$ cat src/rtl/nibble_serial_subtractor.sv
// rtl/nibble_serial_subtractor.sv - multi-cycle subtractor, one 4-bit borrow-lookahead nibble per clock
module nibble_serial_subtractor #(
    parameter int WIDTH = 16
) (
    input  logic             i_clk,
    input  logic             i_rst_n,
    input  logic             i_start,
    input  logic [WIDTH-1:0] i_a,
    input  logic [WIDTH-1:0] i_b,
    input  logic             i_borrow_in,
    input  logic             i_ack,
    output logic             o_ready,
    output logic             o_valid,
    output logic [WIDTH-1:0] o_diff,
    output logic             o_borrow,
    output logic             o_zero,
    output logic             o_negative,
    output logic             o_overflow
);

    localparam int N  = WIDTH / 4;
    localparam int CW = $clog2(N) + 1;
    localparam logic [CW-1:0] LAST = CW'(N - 1);

    if ((WIDTH % 4) != 0 || WIDTH < 4) begin : g_bad_width
        $error("nibble_serial_subtractor: WIDTH must be a multiple of 4 and >= 4");
    end

    typedef enum logic [1:0] {ST_IDLE, ST_RUN, ST_DONE} state_t;

    state_t           state_q, state_d;
    logic [WIDTH-1:0] a_q, a_d, b_q, b_d, acc_q, acc_d;
    logic             borrow_q, borrow_d;
    logic [CW-1:0]    cnt_q, cnt_d;
    logic             sign_a_q, sign_a_d, sign_b_q, sign_b_d;
    logic [WIDTH-1:0] diff_q, diff_d;
    logic             bout_q, bout_d, zero_q, zero_d, neg_q, neg_d, ovf_q, ovf_d;
    logic [4:0]       slice;

    // Subtract as a + ~b + ~borrow through a carry-lookahead slice; borrow out is the inverted carry.
    function automatic logic [4:0] sub_slice(input logic [3:0] a, input logic [3:0] b, input logic bin);
        logic [3:0] g, p, c;
        logic       c4;
        g    = a & ~b;
        p    = a | ~b;
        c[0] = ~bin;
        c[1] = g[0] | (p[0] & c[0]);
        c[2] = g[1] | (p[1] & g[0]) | (p[1] & p[0] & c[0]);
        c[3] = g[2] | (p[2] & g[1]) | (p[2] & p[1] & g[0]) | (p[2] & p[1] & p[0] & c[0]);
        c4   = g[3] | (p[3] & g[2]) | (p[3] & p[2] & g[1]) | (p[3] & p[2] & p[1] & g[0])
             | (p[3] & p[2] & p[1] & p[0] & c[0]);
        return {~c4, a ^ ~b ^ c};
    endfunction

    assign slice = sub_slice(a_q[3:0], b_q[3:0], borrow_q);

    always_comb begin
        state_d  = state_q;
        a_d      = a_q;
        b_d      = b_q;
        acc_d    = acc_q;
        borrow_d = borrow_q;
        cnt_d    = cnt_q;
        sign_a_d = sign_a_q;
        sign_b_d = sign_b_q;
        diff_d   = diff_q;
        bout_d   = bout_q;
        zero_d   = zero_q;
        neg_d    = neg_q;
        ovf_d    = ovf_q;
        case (state_q)
            ST_IDLE: begin
                if (i_start) begin
                    state_d  = ST_RUN;
                    a_d      = i_a;
                    b_d      = i_b;
                    borrow_d = i_borrow_in;
                    acc_d    = '0;
                    cnt_d    = '0;
                    sign_a_d = i_a[WIDTH-1];
                    sign_b_d = i_b[WIDTH-1];
                end
            end
            ST_RUN: begin
                // Operands shift down so the active nibble is always bits [3:0]; result fills from the top.
                a_d              = a_q >> 4;
                b_d              = b_q >> 4;
                borrow_d         = slice[4];
                acc_d            = acc_q >> 4;
                acc_d[WIDTH-1-:4] = slice[3:0];
                if (cnt_q == LAST) begin
                    state_d = ST_DONE;
                    diff_d  = acc_d;
                    bout_d  = slice[4];
                    zero_d  = (acc_d == '0);
                    neg_d   = acc_d[WIDTH-1];
                    ovf_d   = (sign_a_q != sign_b_q) && (acc_d[WIDTH-1] != sign_a_q);
                end else begin
                    cnt_d = cnt_q + CW'(1);
                end
            end
            ST_DONE: begin
                if (i_ack) state_d = ST_IDLE;
            end
            default: state_d = ST_IDLE;
        endcase
    end

    always_ff @(posedge i_clk or negedge i_rst_n) begin
        if (!i_rst_n) begin
            state_q  <= ST_IDLE;
            a_q      <= '0;
            b_q      <= '0;
            acc_q    <= '0;
            borrow_q <= 1'b0;
            cnt_q    <= '0;
            sign_a_q <= 1'b0;
            sign_b_q <= 1'b0;
            diff_q   <= '0;
            bout_q   <= 1'b0;
            zero_q   <= 1'b0;
            neg_q    <= 1'b0;
            ovf_q    <= 1'b0;
        end else begin
            state_q  <= state_d;
            a_q      <= a_d;
            b_q      <= b_d;
            acc_q    <= acc_d;
            borrow_q <= borrow_d;
            cnt_q    <= cnt_d;
            sign_a_q <= sign_a_d;
            sign_b_q <= sign_b_d;
            diff_q   <= diff_d;
            bout_q   <= bout_d;
            zero_q   <= zero_d;
            neg_q    <= neg_d;
            ovf_q    <= ovf_d;
        end
    end

    assign o_ready    = (state_q == ST_IDLE);
    assign o_valid    = (state_q == ST_DONE);
    assign o_diff     = diff_q;
    assign o_borrow   = bout_q;
    assign o_zero     = zero_q;
    assign o_negative = neg_q;
    assign o_overflow = ovf_q;

endmodule

$ cat config.mk
export PLATFORM = sky130hd
export DESIGN_NAME = nibble_serial_subtractor
export DESIGN_NICKNAME = d
export VERILOG_FILES = /design/src/rtl/nibble_serial_subtractor.sv
export SDC_FILE = /design/constraint.sdc
export NUM_CORES = 1
export LEC_CHECK = 0
export BUFFER_PORTS_ARGS = -buffer_cell sky130_fd_sc_hd__buf_4
export CAP_MARGIN = 20
export CORE_ASPECT_RATIO = 1.5
export CORE_UTILIZATION = 50
export CTS_CLUSTER_DIAMETER = 80
export CTS_CLUSTER_SIZE = 25
export DETAILED_ROUTE_END_ITERATION = 12
export PLACE_DENSITY = 0.77
export SLEW_MARGIN = 20
export SYNTH_ARGS = -nofsm -noshare
export SYNTH_HDL_FRONTEND = slang
export SYNTH_SLANG_ARGS = --single-unit
$ cat constraint.sdc
create_clock -name i_clk -period 2 [get_ports i_clk]
set_input_delay 0 -clock i_clk [delete_from_list [all_inputs] [get_ports i_clk]]
set_output_delay 0 -clock i_clk [all_outputs]
set_load 0.05 [all_outputs]
# Word level (Yosys, flattened, before mapping)
# Index checks and enable logic that the tools add are counted.
[word_totals]
regBits = 76
inputBits = 37
out_inout_bits = 22
[op_classes]
addsub = 1
eq_ne = 9
muxes = 15
bitwise_logic = 33
reduce_logical = 9
[op_table]
columns = ["op", "count"]
rows = [
  ["$pmux W16 S2", 3],
  ["$mux W16", 3],
  ["$and A1 B1 Y1", 16],
  ["$logic_not A16 Y1", 1],
  ["$or A1 B1 Y1", 10],
  ["$ne A2 B2 Y1 const B", 4],
  ["$xor A4 B4 Y4", 2],
  ["$mux W2", 3],
  ["$mux W3", 2],
  ["$pmux W2 S3", 1],
  ["$pmux W3 S2", 1],
  ["$reduce_and A2 Y1", 3],
  ["$reduce_and A3 Y1", 2],
  ["$and A4 B4 Y4", 1],
  ["$not A4 Y4", 1],
  ["$or A4 B4 Y4", 1],
  ["$add A3 B1 Y3 const B", 1],
  ["$eq A3 B2 Y1 const B", 1],
  ["$eq A2 B1 Y1 const B", 1],
  ["$eq A2 B2 Y1 const B", 1],
  ["$logic_not A2 Y1", 1],
  ["$ne A1 B1 Y1", 2],
  ["$not A1 Y1", 2],
  ["$pmux W1 S2", 1],
  ["3 further kinds", 3],
]

# Depth between registers and ports, before layout
[logic_depth]
word_depth = 9
depth_mapped = 7
depth_no_buf = 7

# Worst setup path before layout
# OpenSTA, ideal clock, no wires.
[synth_timing]
kind = "flip-flop to flip-flop"
start = "reg a_q[0]"
end = "reg zero_q (netlist: o_zero)"
arrival_ps = 1850
setup_slack_ps = 55
path_stages_with_launch = 7
synth_period_minus_slack_ps = 1945
cell_sequence = "dfrtp_1 -> inv_1 -> fa_1 -> or4b_1 -> nor4_2 -> nand4b_1 -> o31ai_1"
[synth_between]
elab_chain_cells = 6
[synth_lines]
columns = ["item", "line_no", "rtl"]
rows = [
  ["from (decl)", "32", "logic [WIDTH-1:0] a_q, a_d, b_q, b_d, acc_q, acc_d;"],
  ["from (signal assigned)", "112", "a_q <= '0;"],
  ["from (signal assigned)", "126", "a_q <= a_d;"],
  ["$and A4 B4 Y4 or $or A4 B4 Y4 (tied branches)", "44, 45", ""],
  ["$and A1 B1 Y1, on equally long branches", "48, 49", ""],
  ["$or A1 B1 Y1, or another cell as far along", "48", "c[2] = g[1] | (p[1] & g[0]) | (p[1] & p[0] & c[0]);"],
  ["$or A1 B1 Y1, on equally long branches", "48, 49", ""],
  ["$xor A4 B4 Y4 *", "52", "return {~c4, a ^ ~b ^ c};"],
  ["$logic_not A16 Y1 *", "95", "zero_d = (acc_d == '0);"],
  ["to (signal assigned)", "135", "zero_q <= zero_d;"],
  ["to (decl)", "37", "logic bout_q, bout_d, zero_q, zero_d, neg_q, neg_d, ovf_q, ovf_d;"],
]
# Every way passes the cells marked *; elsewhere a longest branch is shown, timed or not.
# A chain may end at the register's enable or synchronous reset.

# Worst setup path after layout
[layout_timing]
start = "reg borrow_q"
end = "reg zero_q (netlist: o_zero)"
[layout_between]
elab_chain_cells = 5
[layout_lines]
columns = ["item", "line_no", "rtl"]
rows = [
  ["from (decl)", "33", "logic borrow_q, borrow_d;"],
  ["from (signal assigned)", "129", "borrow_q <= borrow_d;"],
  ["$not A1 Y1 *", "46", "c[0] = ~bin;"],
  ["$and A1 B1 Y1, on equally long branches", "47, 48, 49", ""],
  ["$or A1 B1 Y1, on equally long branches", "47, 48, 49", ""],
  ["$xor A4 B4 Y4 *", "52", ""],
  ["$logic_not A16 Y1 *", "95", ""],
]
# Marks and branches as above.

==> flow_metrics.py <==
metrics = {
    "layout": {
        "nets": 415,
        "drive_gt1_frac": 0.288,
        "diodes": 0,
        "syn_to_final_growth_pct": 33.6,
        "final_cells": 445,
        "post-route-util": 0.691,
        "num-fill-cells": 446,
    },
    "place": {
        "placed_cells": 393,
        "hpwl_um": 4280,
        "place_ws_ns": -0.0110,
        "numPortBuffers": 58,
        "globalplace.congestion": 0.752,
    },
    "critical_path": {
        "path_depth": 5,
        "end_kind": "flip-flop",
        "setup.worst_path.start": "borrow_q$_DFFE_PN0P_",
        "crit_end": "o_zero$_DFFE_PN0P_",
        "reg2reg_depth": 5,
        "r2r-start": "borrow_q$_DFFE_PN0P_",
        "slowest_stage": "fa_1",
        "slowest_delay_ns": 0.59,
        "worst_setup_path_start_kind": "flip-flop",
        "arrival_ns": 2.25,
        "reg2reg_to": "o_zero$_DFFE_PN0P_",
        "worst-path-max-fanout": 3,
        "required_ns": 2.27,
        "cp_top_family": "simple AND/OR/NAND/NOR gates",
        "crit_chain": "fa_1, or4b_1, nor4_2, nand4b_1, o31ai_1",
        "critPathBufInv": 0,
        "reg2reg_slack_ns": 0.02,
        "crit_type": "reg -> reg",
    },
    "floorplan": {
        "die-area_mm2": 0.00672,
        "die_height_um": 99.9,
        "rows": 35,
        "fp.dieW_um": 67.3,
        "coreArea_mm2": 0.00617,
        "initial_core_util": 0.518,
        "ios": 59,
    },
    "timing": {
        "hold_ws_ns": 0.00254,
        "worst_slack_ns": 0.0156,
        "final-hold-violation-count": 0,
        "max_freq_mhz": 504,
        "worstMarginPinSlew_ns": 0.882,
        "maxSlewViolCount": 0,
        "skew_ns": 0.00914,
        "slew_headroom": 0.412,
        "finalSetupViolations": 0,
        "rsz0062_at_grt": "yes",
        "fin_crit_ns": 1.98,
        "period_share": 0.992,
    },
    "grt": {
        "grt_pass1_vias": 2487,
        "grt_pass1_wl_um": 11200,
        "antenna_found_initial": 0,
        "overflow": 0,
        "grt_max_degree": 72,
        "grt_use_total": 0.226,
    },
    "logic_synthesis": {
        "synthArstFlopShare": 1.00,
        "synth.largest_area_cell": "dfrtp_1",
        "syn_area_mm2": 0.00320,
        "seq_area_frac_synth": 0.556,
        "ys_types": 41,
        "synthTopCellsByArea": "dfrtp_1 56%, mux2i_1 7.5%, mux2_2 5.6%",
        "synth-seq-cells": 71,
        "synth_edf_count": 0,
        "synth_top_area_frac": 0.556,
        "avgSynthCellArea_um2": 11.8,
        "synth_nets": 320,
        "yosysWarnings": 0,
        "ys.flop_type": "dfrtp_1",
        "syn_inst": 271,
    },
    "power_and_ir_drop": {
        "p_leak_nw": 2.13,
        "ir_drop_mv": 0.729,
        "powerDensity_mw_per_mm2": 1650,
        "total_power_mw": 7.05,
    },
    "clocking": {
        "cts.htree.levels": 3,
        "cts_buffer_depth": 2,
        "clock_latency_ns": 0.35,
        "path_clk_slew_ns": 0.08,
        "cts_tree": "done",
        "root_buffer": "clkbuf_8",
        "clock-sinks": 71,
        "cts_made_buffers": 9,
    },
    "worst_hold_path": {
        "min_path_type": "in -> reg",
    },
    "flow_run": {
        "max_cap_violations": 0,
    },
    "route": {
        "drtIter0Drc": 122,
        "detail-route-antenna-nets": 0,
        "routed_via_density": 5.31,
        "drcViolationCount": 0,
        "num_vias": 2364,
        "drt_wl_total_um": 6600,
        "wire_per_inst_um": 14.8,
        "drt_pass1_iterations": 4,
    },
    "status": {
        "outcome": "complete, no violations",
    },
}
how the worst min path moves through the flow:
stage	start	end	slack [ns]	cells after the start
detailed placement	i_rst_n	state_q[0]$_DFFE_PN0P_	0.17	1
global placement	i_rst_n	state_q[0]$_DFFE_PN0P_	0.17	1
floorplan	i_rst_n	a_q[0]$_DFFE_PN0P_	-0.30	0
CTS	i_a[1]	a_q[1]$_DFFE_PN0P_	0.003	3
finish	i_a[1]	a_q[1]$_DFFE_PN0P_	0.003	3
global route	i_a[1]	a_q[1]$_DFFE_PN0P_	0.06	3
report_power, final:
group	switching, mW	internal [mW]	leakage [nW]
Sequential	0.433	2.04	0.905
Combinational	2.02	1.51	1.13
Clock	0.556	0.487	0.0926
Total	3.01	4.04	2.13
kinds of logic after synthesis:
| group | share of synthesized area |
|---|---|
| buffers and inverters | 0.0392 |
| XOR/XNOR | 0.00548 |
| multiplexers | 0.132 |
| flip-flops | 0.556 |
| AO/OA/AOI/OAI | 0.128 |
| AND/OR/NAND/NOR | 0.0905 |
| adder cells (fa/ha/maj) | 0.0493 |
cell type report:
type | count | area [µm²] | area share
Sequential cell | 71 | 1780 | 0.416
Clock inverter | 6 | 43.8 | 0.0103
Inverter | 13 | 48.8 | 0.0114
Multi-Input combinational cell | 172 | 1320 | 0.308
Clock buffer | 10 | 138 | 0.0322
Tap cell | 74 | 92.6 | 0.0217
Timing Repair Buffer | 99 | 853 | 0.200
cells in the final DEF, fill, tap and decap left out, types with 2 or more instances in the layout:
master         Yosys  final
dfrtp_1           71     71
buf_4              4     63
dlygate4sd3_1      0     34
nand2_1           33     33
o21ai_0           33     33
mux2i_1           24     24
a22o_1            17     17
mux2_2            16     16
inv_1             13     13
ha_1              11     11
clkbuf_8           0     10
nor2_1             5      4
nand2b_1           3      3
o31ai_1            3      3
a21oi_1            2      2
clkinv_4           0      2
clkinv_2           0      2
buf_12             0      2
Yosys cell counts (2+ instances only):
cell      instances
dfrtp_1          71
clkbuf_1          6
a22o_1           17
nand2_1          33
mux2_2           16
nand2b_1          3
mux2i_1          24
buf_4             4
buf_2             4
o21ai_0          33
inv_1            13
o31ai_1           3
a21oi_1           2
ha_1             11
nor2_1            5
flip-flops by register name (all words and copies together) (netlist names):
| name | flops |
|---|---|
| o_overflow | 1 |
| o_borrow | 1 |
| o_zero | 1 |
| a_q | 16 |
| o_diff | 16 |
| acc_q | 12 |
| cnt_q | 3 |
| sign_b_q | 1 |
| borrow_q | 1 |
| sign_a_q | 1 |
| b_q | 16 |
| state_q | 2 |
worst min-delay path, cell delays in order:
cell	delay [ns]
buf_4	0.08
mux2i_1	0.07
o21ai_0	0.16
metal layers:
layer  GRT usage  up-vias  part of all wire
met5           0        -                 0
met4       0.121        0             0.033
met3      0.0398       18             0.033
met2       0.384       63              0.53
met1       0.263     1141              0.40
li1            -     1142                 -
stage by stage:
step / setup TNS, ns / cell area (µm²)
2_1_floorplan: 0 / 3200
3_5_place_dp: -0.0110 / 3730
3_3_place_gp: 0 / 3730
5_1_grt: -0.0823 / 4270
4_1_cts: -0.00331 / 4270
6_report: 0 / 4270
repair_timing:
| action | 4_1_cts | 5_1_grt |
|---|---|---|
| hold endpoints to repair | 106 | 0 |
| pin swaps | 1 | 1 |
| hold buffers | 34 | 0 |
| setup endpoints to repair | 1 | 2 |
| buffers inserted | 2 | 0 |
| resized for setup | 0 | 1 |
(Power assumes the default switching activity.)
